===== src/rtl/i2c_cmd_seq_if.sv =====
// Sequencer <-> i2c_master command/status link.
// The master modport is the sequencer side (drives strobes); the slave modport is the
// i2c_master side (returns status and read data).
interface i2c_cmd_seq_if #(
    parameter int unsigned CMD_W  = 8,
    parameter int unsigned STAT_W = 8
);
    logic [CMD_W-1:0]  cmd;
    logic [7:0]        dat;
    logic              ws;
    logic [STAT_W-1:0] stat;
    logic [7:0]        dat_out;

    modport master (
        output cmd,
        output dat,
        output ws,
        input  stat,
        input  dat_out
    );

    modport slave (
        input  cmd,
        input  dat,
        input  ws,
        output stat,
        output dat_out
    );
endinterface


===== src/rtl/i2c_cmd_seq.sv =====
// Command sequencer for one i2c_master: steps a small program memory, strobes each
// command, waits for DON/ERR with a timeout, clears expected errors and captures READ
// results into a result buffer.
module i2c_cmd_seq #(
    parameter int unsigned      DEPTH     = 16,
    parameter int unsigned      RDEPTH    = 16,
    parameter int unsigned      CMD_W     = 8,
    parameter int unsigned      STAT_W    = 8,
    parameter int unsigned      SB_DON    = 0,
    parameter int unsigned      SB_ERR    = 1,
    parameter logic [CMD_W-1:0] CMD_CLRS  = '0,
    parameter logic [CMD_W-1:0] READ_MASK = '0,
    parameter int unsigned      TMO_CYC   = 1000000,
    localparam int unsigned     PAW       = $clog2(DEPTH),
    localparam int unsigned     RAW       = (RDEPTH > 1) ? $clog2(RDEPTH) : 1,
    localparam int unsigned     PW        = CMD_W + 8 + STAT_W + 1
) (
    input  logic              i_clk,
    input  logic              i_aresetn,
    input  logic              i_prog_we,
    input  logic [PAW-1:0]    i_prog_addr,
    input  logic [PW-1:0]     i_prog_wdata,
    input  logic              i_start,
    output logic              o_busy,
    output logic              o_done,
    output logic              o_fail,
    output logic [PAW-1:0]    o_fail_idx,
    output logic [STAT_W-1:0] o_fail_stat,
    output logic [RAW:0]      o_res_cnt,
    output logic              o_res_ovf,
    input  logic [RAW-1:0]    i_res_addr,
    output logic [7:0]        o_res_data,
    i2c_cmd_seq_if.master     m_if
);
    localparam int unsigned TW = $clog2(TMO_CYC + 1);

    typedef enum logic [2:0] {
        StIdle, StFetch, StIssue, StHold, StWait, StClr, StClrh, StFin
    } state_e;

    state_e r_state, w_state_d;

    logic [PW-1:0]     r_prog [DEPTH];
    logic [7:0]        r_res  [RDEPTH];
    logic [PAW-1:0]    r_pc;
    logic [CMD_W-1:0]  r_cmd;
    logic [7:0]        r_dat;
    logic [STAT_W-1:0] r_exp;
    logic              r_last;
    logic [TW-1:0]     r_tmo;
    logic              r_fail;
    logic [PAW-1:0]    r_fail_idx;
    logic [STAT_W-1:0] r_fail_stat;
    logic [RAW:0]      r_res_cnt;
    logic              r_res_ovf;
    logic [7:0]        r_res_data;

    logic [PW-1:0] w_fetch;
    logic          w_err, w_don, w_match, w_is_read, w_tmo_exp, w_end, w_res_full;
    logic          w_ws, w_res_we;

    assign w_fetch    = r_prog[r_pc];
    assign w_err      = m_if.stat[SB_ERR];
    assign w_don      = m_if.stat[SB_DON];
    assign w_match    = (m_if.stat == r_exp);
    // r_cmd still holds the entry's command while in WAIT
    assign w_is_read  = |(r_cmd & READ_MASK);
    assign w_tmo_exp  = (r_tmo <= TW'(1));
    assign w_end      = r_last || (r_pc == PAW'(DEPTH - 1));
    assign w_res_full = (r_res_cnt == (RAW + 1)'(RDEPTH));
    assign w_res_we   = (r_state == StWait) && !w_err && w_don && w_is_read && !w_res_full;

    // State register
    always_ff @(posedge i_clk) begin
        if (!i_aresetn) r_state <= StIdle;
        else            r_state <= w_state_d;
    end

    // Next-state decode and strobe/status outputs
    always_comb begin
        w_state_d = r_state;
        w_ws      = 1'b0;
        o_done    = 1'b0;
        o_busy    = (r_state != StIdle) && (r_state != StFin);
        unique case (r_state)
            StIdle:  if (i_start) w_state_d = StFetch;
            StFetch: w_state_d = StIssue;
            StIssue: begin
                w_ws      = 1'b1;
                w_state_d = StHold;
            end
            StHold:  w_state_d = StWait;
            StWait: begin
                if (w_err)          w_state_d = w_match ? StClr : StFin;
                else if (w_don)     w_state_d = w_end ? StFin : StFetch;
                else if (w_tmo_exp) w_state_d = StFin;
            end
            StClr: begin
                w_ws      = 1'b1;
                w_state_d = StClrh;
            end
            StClrh:  w_state_d = w_end ? StFin : StFetch;
            StFin: begin
                o_done    = 1'b1;
                w_state_d = StIdle;
            end
            default: w_state_d = StIdle;
        endcase
    end

    // Sequencer datapath: pc, master drive values, timeout, run status
    always_ff @(posedge i_clk) begin
        if (!i_aresetn) begin
            r_pc        <= '0;
            r_cmd       <= '0;
            r_dat       <= '0;
            r_exp       <= '0;
            r_last      <= 1'b0;
            r_tmo       <= '0;
            r_fail      <= 1'b0;
            r_fail_idx  <= '0;
            r_fail_stat <= '0;
            r_res_cnt   <= '0;
            r_res_ovf   <= 1'b0;
            r_res_data  <= '0;
        end else begin
            r_res_data <= r_res[i_res_addr];
            unique case (r_state)
                StIdle: begin
                    if (i_start) begin
                        r_pc      <= '0;
                        r_res_cnt <= '0;
                        r_fail    <= 1'b0;
                        r_res_ovf <= 1'b0;
                    end
                end
                StFetch: begin
                    r_last <= w_fetch[PW-1];
                    r_cmd  <= w_fetch[PW-2 -: CMD_W];
                    r_dat  <= w_fetch[STAT_W +: 8];
                    r_exp  <= w_fetch[STAT_W-1:0];
                end
                StHold: r_tmo <= TW'(TMO_CYC);
                StWait: begin
                    if (w_err) begin
                        if (w_match) begin
                            r_cmd <= CMD_CLRS;
                        end else begin
                            r_fail      <= 1'b1;
                            r_fail_idx  <= r_pc;
                            r_fail_stat <= m_if.stat;
                        end
                    end else if (w_don) begin
                        if (w_is_read) begin
                            if (w_res_full) r_res_ovf <= 1'b1;
                            else            r_res_cnt <= r_res_cnt + 1'b1;
                        end
                        if (!w_end) r_pc <= r_pc + 1'b1;
                    end else if (w_tmo_exp) begin
                        r_fail      <= 1'b1;
                        r_fail_idx  <= r_pc;
                        r_fail_stat <= '1;
                    end else begin
                        r_tmo <= r_tmo - 1'b1;
                    end
                end
                StClrh: if (!w_end) r_pc <= r_pc + 1'b1;
                default: ;
            endcase
        end
    end

    // Program memory: host writes accepted only while idle; contents survive reset
    always_ff @(posedge i_clk) begin
        if ((r_state == StIdle) && i_prog_we) r_prog[i_prog_addr] <= i_prog_wdata;
    end

    // Result buffer capture of successful READ data
    always_ff @(posedge i_clk) begin
        if (w_res_we) r_res[r_res_cnt[RAW-1:0]] <= m_if.dat_out;
    end

    assign m_if.cmd    = r_cmd;
    assign m_if.dat    = r_dat;
    assign m_if.ws     = w_ws;
    assign o_fail      = r_fail;
    assign o_fail_idx  = r_fail_idx;
    assign o_fail_stat = r_fail_stat;
    assign o_res_cnt   = r_res_cnt;
    assign o_res_ovf   = r_res_ovf;
    assign o_res_data  = r_res_data;
endmodule

===== src/flat_wrapper.sv =====
// flat-port wrapper written by rule: the top's interface ports become plain ports
module i2c_cmd_seq_flat 
#(
    parameter int unsigned      DEPTH     = 16,
    parameter int unsigned      RDEPTH    = 16,
    parameter int unsigned      CMD_W     = 8,
    parameter int unsigned      STAT_W    = 8,
    parameter int unsigned      SB_DON    = 0,
    parameter int unsigned      SB_ERR    = 1,
    parameter logic [CMD_W-1:0] CMD_CLRS  = '0,
    parameter logic [CMD_W-1:0] READ_MASK = '0,
    parameter int unsigned      TMO_CYC   = 1000000,
    localparam int unsigned     PAW       = $clog2(DEPTH),
    localparam int unsigned     RAW       = (RDEPTH > 1) ? $clog2(RDEPTH) : 1,
    localparam int unsigned     PW        = CMD_W + 8 + STAT_W + 1
)
  (i_clk, i_aresetn, i_prog_we, i_prog_addr, i_prog_wdata, i_start, o_busy, o_done, o_fail, o_fail_idx, o_fail_stat, o_res_cnt, o_res_ovf, i_res_addr, o_res_data, m_if_cmd, m_if_dat, m_if_ws, m_if_stat, m_if_dat_out);
  i2c_cmd_seq_if #(.CMD_W(CMD_W), .STAT_W(STAT_W)) m_if_i ();
  input  logic i_clk;
  input  logic i_aresetn;
  input  logic i_prog_we;
  input  logic [PAW-1:0] i_prog_addr;
  input  logic [PW-1:0] i_prog_wdata;
  input  logic i_start;
  output logic o_busy;
  output logic o_done;
  output logic o_fail;
  output logic [PAW-1:0] o_fail_idx;
  output logic [STAT_W-1:0] o_fail_stat;
  output logic [RAW:0] o_res_cnt;
  output logic o_res_ovf;
  input  logic [RAW-1:0] i_res_addr;
  output logic [7:0] o_res_data;
  output wire logic [$bits(m_if_i.cmd)-1:0] m_if_cmd;
  output wire logic [$bits(m_if_i.dat)-1:0] m_if_dat;
  output wire logic [$bits(m_if_i.ws)-1:0] m_if_ws;
  input wire logic [$bits(m_if_i.stat)-1:0] m_if_stat;
  input wire logic [$bits(m_if_i.dat_out)-1:0] m_if_dat_out;
  assign m_if_cmd = m_if_i.cmd;
  assign m_if_dat = m_if_i.dat;
  assign m_if_ws = m_if_i.ws;
  assign m_if_i.stat = m_if_stat;
  assign m_if_i.dat_out = m_if_dat_out;
  i2c_cmd_seq #(.DEPTH(DEPTH), .RDEPTH(RDEPTH), .CMD_W(CMD_W), .STAT_W(STAT_W), .SB_DON(SB_DON), .SB_ERR(SB_ERR), .CMD_CLRS(CMD_CLRS), .READ_MASK(READ_MASK), .TMO_CYC(TMO_CYC)) u_core (.i_clk(i_clk), .i_aresetn(i_aresetn), .i_prog_we(i_prog_we), .i_prog_addr(i_prog_addr), .i_prog_wdata(i_prog_wdata), .i_start(i_start), .o_busy(o_busy), .o_done(o_done), .o_fail(o_fail), .o_fail_idx(o_fail_idx), .o_fail_stat(o_fail_stat), .o_res_cnt(o_res_cnt), .o_res_ovf(o_res_ovf), .i_res_addr(i_res_addr), .o_res_data(o_res_data), .m_if(m_if_i));
endmodule

===== config.mk =====
export PLATFORM = sky130hd
export DESIGN_NAME = i2c_cmd_seq_flat
export DESIGN_NICKNAME = d
export VERILOG_FILES = /design/src/rtl/i2c_cmd_seq_if.sv /design/src/rtl/i2c_cmd_seq.sv /design/src/flat_wrapper.sv
export SDC_FILE = /design/constraint.sdc
export NUM_CORES = 1
export LEC_CHECK = 0
export CELL_PAD_IN_SITES_DETAIL_PLACEMENT = 1
export CELL_PAD_IN_SITES_GLOBAL_PLACEMENT = 1
export CORE_AREA = 3 3 197 218
export DETAILED_ROUTE_END_ITERATION = 6
export DIE_AREA = 0 0 200 221
export GPL_TIMING_DRIVEN = 0
export PLACE_DENSITY_LB_ADDON = 0.1
export SLEW_MARGIN = 15
export SYNTH_ARGS = -nofsm -noshare
export SYNTH_HDL_FRONTEND = slang
export SYNTH_SLANG_ARGS = --single-unit
export TNS_END_PERCENT = 30

===== constraint.sdc =====
create_clock -name i_clk -period 11.3 [get_ports i_clk]
set_input_delay 2.825 -clock i_clk [delete_from_list [all_inputs] [get_ports i_clk]]
set_output_delay 2.825 -clock i_clk [all_outputs]
set_load 0.03 [all_outputs]

==> flow_summary.toml, run 1 <==
[cts]
clock-sinks = 469
cts.repair.resized = 0
htree_levels = 2
postCtsHoldBufs = 0
clockRootBuffer = "clkbuf_16"
cts_setup_buffers = 0
cts_tree = "done"
clock_latency_ns = 0.58
cts_inserted_buffers = 48
clk_path_buf_depth = 3
clk_pin_slew_ns = 0.06

[route]
wl_met1_um = 20770
top_layer = "met5"
wirelength_um = 46110
ant_nets = 0
drtPass1Iterations = 4
vias_per_cell = 5.593
vias = 9447
detail_route.wl_per_cell_um = 27.30
drc_errors = 0
wl_met2_um = 22150
met3WireLength_um = 2177
dr.first_iter.drc_count = 779

[power_and_ir_drop]
p_switching_mw = 0.8588
p_sw_frac = 0.2257
power_mw = 3.805
p_int_mw = 2.946
combPwrFrac = 0.090
p_leak_nw = 6.915
power_frac_clock = 0.404
peakVddDrop_mv = 0.1461
seqPwrFrac = 0.506
pwr_density_cell_mw_per_mm2 = 173.9

[synth]
synthMuxAreaShare = 0.1530
async_flop_share = 0
synth_top_family_by_area = "multiplexers"
synth_fa_ha_area_frac = 0.002054
ys_ff_latch = 469
synthSimpleGateAreaFrac = 0.03903
synth-compound-area-share = 0.04731
yosysUniqueCellTypes = 61
synth_edf_count = 400
yosysWarnings = 0
avgSynthCellArea_um2 = 19.80
synth_flop_cell = "edfxtp_1"
synth_xor_xnor_area_share = 0.008148
yosysSeqAreaShare = 0.7329
syn-instance-count = 923
synth_area_mm2 = 0.01827

[floorplan]
die_w_um = 200
die_h_um = 221
ioPinCount = 99
die_area_mm2 = 0.04420
num_rows = 78
core-area_mm2 = 0.04109
start_util = 0.4448

[finish]
syn2layout_area_growth_pct = 19.71
layout_commonest_cell = "edfxtp_1"
layout_common_cells = "edfxtp_1 (400), mux4_2 (117), clkdlybuf4s50_1 (72)"
fin_area_mm2 = 0.02187
final_util = 0.5324
fillCellCount = 3661
stdcell_count = 1689
final_net_count = 1146
drive_gt1_frac = 0.2438

[global_route]
grt_pass1_vias = 9804
gr-usage-all-layers = 0.2099
grt_pass1_wl_um = 67000
antenna_found_initial = 2
grt-ovfl-total = 0
grt_start_max_net_pins = 17

[placement]
dpl-instance-area_mm2 = 0.02035
dp.cells = 1599
pre_cts_ws_ns = 5.972
place.gp.congestion = 0.7289
port_buffers = 72
place.detailed.hpwl_um = 30130

[timing]
finClkSkew_ns = 0.02131
tns_ns = 0
rsz0062_at_grt = "no"
hold_viol = 0
post-route-min-period_ns = 5.177
slew_headroom = 0.2293
worst_slack_ns = 6.123
whs_ns = 0.4669
fmax_mhz = 193.2
worst_slew_pin_slew_ns = 1.156
slew_viol_final = 0
period_share = 0.4581
setup_viol = 0

[critical_path]
cp.arrival_ns = 2.35
worstSetupPathType = "reg2out"
worstPathMaxFanout = 10
cp-start-kind = "register"
end_kind = "primary output"
worstPathRequired_ns = 8.48

[min_path]
hp-class = "reg2reg"

[run]
maxCapViolCount = 0

[status]
status = "completed"
[flip-flops by register name (all words and copies together) (netlist names), named ones only]
register,cells
u_core.r_exp,8
u_core.r_last,1
u_core.o_fail,1
u_core.m_if.dat,8
u_core.r_prog,400
u_core.m_if.cmd,8
u_core.o_fail_stat,8
u_core.o_fail_idx,4
u_core.r_pc,4
u_core.r_state,3
u_core.r_tmo,20
[Yosys cell counts, types with 3 or more instances]
cell type / count / share of area
nand2b_1: 8 / 0.0027
nor2b_1: 12 / 0.0041
a211oi_1: 16 / 0.0066
buf_4: 15 / 0.0062
clkbuf_1: 27 / 0.0055
a2111oi_4: 3 / 0.0045
o221a_2: 7 / 0.0043
nor2_1: 29 / 0.0060
a21oi_1: 14 / 0.0038
or4_1: 3 / 0.0012
o21ai_0: 5 / 0.0014
a21boi_1: 4 / 0.0016
mux2i_1: 16 / 0.0088
o21a_1: 3 / 0.0012
or3_1: 7 / 0.0024
inv_1: 5 / 0.0010
o2111ai_1: 3 / 0.0014
buf_1: 13 / 0.0027
xnor2_1: 8 / 0.0038
a22o_1: 25 / 0.012
xor2_1: 9 / 0.0043
nor3_1: 14 / 0.0038
nor4_1: 5 / 0.0017
ha_1: 3 / 0.0021
edfxtp_1: 400 / 0.66
o211ai_1: 4 / 0.0016
mux4_2: 117 / 0.14
buf_2: 4 / 0.0011
dfxtp_1: 69 / 0.076
nand2_1: 31 / 0.0064
and3_1: 3 / 0.0010
[per-layer routing]
metal / global-route usage / up-vias
met3: 0.03335 / 65
li1: - / 4119
met5: 0 / -
met2: 0.3314 / 228
met4: 0.05584 / 2
met1: 0.3073 / 5033
[cells by family after synthesis]
logic type / Yosys count
flip-flops: 469
AND/OR/NAND/NOR: 131
multiplexers: 133
AO/OA/AOI/OAI: 103
buffers and inverters: 66
adder cells (fa/ha/maj): 3
other: 1
XOR/XNOR: 17
[power groups by stage]
| stage | Sequential [mW] | Clock [mW] | Combinational (mW) |
|---|---|---|---|
| floorplan | 1.97 | 0 | 0.206 |
| finish | 1.93 | 1.54 | 0.343 |
| CTS | 1.93 | 1.57 | 0.347 |
| global placement | 1.96 | 0 | 0.331 |
| global route | 1.93 | 1.64 | 0.369 |
| detailed placement | 1.96 | 0 | 0.346 |
[worst max-delay path: stages (launching register included)]
cell	delay [ns]
dfxtp_1	0.34
clkbuf_1	0.24
nor3_1	0.51
nor2_1	0.08
clkdlybuf4s50_1	0.61
[path summary, 6_finish.rpt]
path,start,end,slack (ns),cells past startpoint
max,u_core.r_state[1],o_busy,6.12,4
min,u_core.o_fail_stat[1],u_core.o_fail_stat[1],0.47,1
max reg2reg,register,u_core.m_if.cmd[2],8.02,7
min reg2reg,u_core.o_fail_stat[1],u_core.o_fail_stat[1],0.47,1
[final cells by class]
cell class | count | area (µm²) | area share
clock buffer | 81 | 1446 | 0.06612
timing repair buffer | 104 | 1221 | 0.05583
sequential | 469 | 13390 | 0.6123
multi-input combinational | 401 | 4726 | 0.2160
inverter | 5 | 18.77 | 0.0008580
tap | 560 | 700.7 | 0.03203
antenna | 1 | 2.502 | 0.0001144
clock inverter | 7 | 61.31 | 0.002803
buffer | 61 | 305.3 | 0.01396
Note: power is estimated with default switching activity, not from simulation.
==> run 2: changes to the inputs <==
==> constraint.sdc (replaced) <==
create_clock -name i_clk -period 4.38 [get_ports i_clk]
set_input_delay 1.095 -clock i_clk [delete_from_list [all_inputs] [get_ports i_clk]]
set_output_delay 1.095 -clock i_clk [all_outputs]
set_load 0.03 [all_outputs]
==> results of run 2 <==
The final DEF is identical to that of run 1. Status: completed.
Among the figures that moved: setup slack after placement 5.972 ns -> 0.7823 ns; setup slack after layout 6.123 ns -> 0.9333 ns; register-to-register setup slack 8.02 ns -> 1.10 ns; total power 3.805 mW -> 9.815 mW; worst IR drop on VDD 0.1461 mV -> 0.3768 mV
==> run 3: changes to the inputs <==
==> constraint.sdc (replaced) <==
create_clock -name i_clk -period 3 [get_ports i_clk]
set_input_delay 0.75 -clock i_clk [delete_from_list [all_inputs] [get_ports i_clk]]
set_output_delay 0.75 -clock i_clk [all_outputs]
set_load 0.03 [all_outputs]
==> run 3 against run 2 <==
- global-route usage barely moved
- register-to-register slack worse by 0.94 ns
- worst setup slack worse by 0.78 ns
- non-clock buffer count shrank 5
- sequential power grew 46%
- cell area up 0.89%
- wire length down 2.0%
- utilization rose by 0.47 points
- power up 50%
- via count down 0.39%
- highest routed layer unchanged
==> flow_summary.toml, run 3 (synthesized netlist as in run 1, its figures left out) <==
[status]
status = "completed"

[finish]
top_regs = "u_core.r_prog (400), u_core.r_tmo (20)"
n_antenna_cell = 0
largest_register_ffs = 400
fin_area_mm2 = 0.02207
fillCellCount = 3644
final_net_count = 1142
largest-register = "u_core.r_prog"
syn2layout_area_growth_pct = 20.77
drive_gt1_frac = 0.2573
layout_commonest_cell = "edfxtp_1"
layout_common_cells = "edfxtp_1 (400), mux4_2 (117), dfxtp_1 (69), clkdlybuf4s50_1 (69), clkbuf_16 (51)"

[timing]
finClkSkew_ns = 0.01096
post-route-min-period_ns = 2.842
hold_viol = 0
worst_slack_ns = 0.1581
slew_viol_final = 0
fmax_mhz = 351.9
period_share = 0.9473
slew_headroom = 0.2684
setup_viol = 0
worst_slew_pin_slew_ns = 1.097
rsz0062_at_grt = "no"

[global_route]
grt_start_max_net_pins = 17
antenna_found_initial = 1
gr-usage-all-layers = 0.2103
grt-busiest-layer = "met2"
met3_usage = 0.03868
grt_pass1_vias = 9927
grt_pass1_wl_um = 67620
grt_util_met2 = 0.3412
grt-ovfl-total = 0
met1_usage = 0.3018

[cts]
clk_path_buf_depth = 3
htree_levels = 2
clock-sinks = 469
clock_latency_ns = 0.58
clk_pin_slew_ns = 0.06
postCtsHoldBufs = 0
clockRootBuffer = "clkbuf_16"
cts_inserted_buffers = 49
cts_tree = "done"

[floorplan]
start_util = 0.4448
ioPinCount = 99
die_area_mm2 = 0.04420
die_w_um = 200
num_rows = 78
die_h_um = 221
core-area_mm2 = 0.04109

[critical_path]
worstPathRequired_ns = 3.47
regToRegSetupSlack_ns = 0.16
worstReg2RegEnd = "u_core.r_exp[3]"
cp-start-kind = "register"
end_kind = "register"
cp.arrival_ns = 3.31
worstPathMaxFanout = 10
worstSetupPathType = "reg2reg"
crit_path_end = "u_core.r_exp[3]"
worst-r2r-cell-count = 5

[route]
drtPass1Iterations = 4
vias_per_cell = 5.578
ant_nets = 0
wirelength_um = 45200
vias = 9410
drc_errors = 0
detail_route.wl_per_cell_um = 26.79
dr.first_iter.drc_count = 570

[placement]
dpl-instance-area_mm2 = 0.02035
port_buffers = 72
place.gp.congestion = 0.7235
pre_cts_ws_ns = -0.4557
place.detailed.hpwl_um = 29660

[run]
maxCapViolCount = 0

[power_and_ir_drop]
peakVddDrop_mv = 0.5838
pwr_density_cell_mw_per_mm2 = 665.9
p_leak_nw = 7.027

[min_path]
hp-start = "u_core.o_fail_stat[1]"
hp-class = "reg2reg"
## run 3: cell count changes in the layout (fill, tap and decap cells not counted), moves of 4 or more
cell and change:
clkdlybuf4s15_2 +5, clkbuf_1 -21, buf_1 -5, buf_6 -6
nor3_4 +4, clkinv_1 +11, bufinv_16 +5, clkbuf_8 -10
clkinv_2 +7
## run 3: stage by stage
stage	util	hold WS [ns]	TNS [ns]	power (mW)	std cells
after global placement	0.4808	0.4498	-791.97	8.640	1568
after detailed placement	0.4952	0.4561	-33.60	8.695	1593
after floorplan	-	0.4404	-14.85	8.191	936
final	0.5371	0.4638	0	14.70	1687
after global routing	0.5371	0.4747	0	15.24	1687
after CTS	0.5365	0.4702	0	14.86	1685
## run 3: how the worst min path moves through the flow
stage          slack [ns]  cells past startpoint                     to
2_1_floorplan        0.44                      2       u_core.r_tmo[12]
3_3_place_gp         0.45                      2   u_core.o_fail_idx[0]
3_5_place_dp         0.46                      1  u_core.o_fail_stat[1]
4_1_cts              0.47                      2   u_core.o_fail_idx[3]
5_1_grt              0.47                      1  u_core.o_fail_stat[1]
6_report             0.46                      1  u_core.o_fail_stat[1]
## run 3: what timing repair did
| action | in CTS | in global routing |
|---|---|---|
| gates resized for setup | 20 | 10 |
| endpoints found under the setup margin | 284 | 13 |
| setup buffers | 0 | 2 |
| pin swaps | 1 | 1 |
## run 3: layout make-up
class                           count  area, µm²  area share
Clock buffer                       56       1295     0.05868
Sequential cell                   469      13390      0.6069
Inverter                            5      18.77   0.0008504
Clock inverter                     36      332.8     0.01508
Tap cell                          560      700.7     0.03175
Buffer                             61      357.8     0.01621
Timing Repair Buffer               99       1215     0.05505
Multi-Input combinational cell    401       4756      0.2155
## run 3: worst max-delay path: stages (launching register included)
cell and delay, ns:
dfxtp_1 0.30, clkbuf_1 0.40, clkdlybuf4s18_2 0.63, mux4_2 0.59, mux4_2 0.58, a22o_1 0.21
## run 3: where the power goes
part / leakage [nW] / switching [mW] / internal (mW) / total, mW
Combinational: 2.07 / 0.739 / 0.567 / 1.31
Clock: 0.792 / 2.52 / 3.61 / 6.14
Sequential: 4.17 / 0.0651 / 7.19 / 7.25
Total: 7.03 / 3.33 / 11.4 / 14.7
## run 3: routing by layer
metal | wire, µm | share of wire
met1 | 20130 | 0.45
met4 | 696 | 0.015
met3 | 1939 | 0.043
met5 | 12 | 0.00027
met2 | 22420 | 0.50
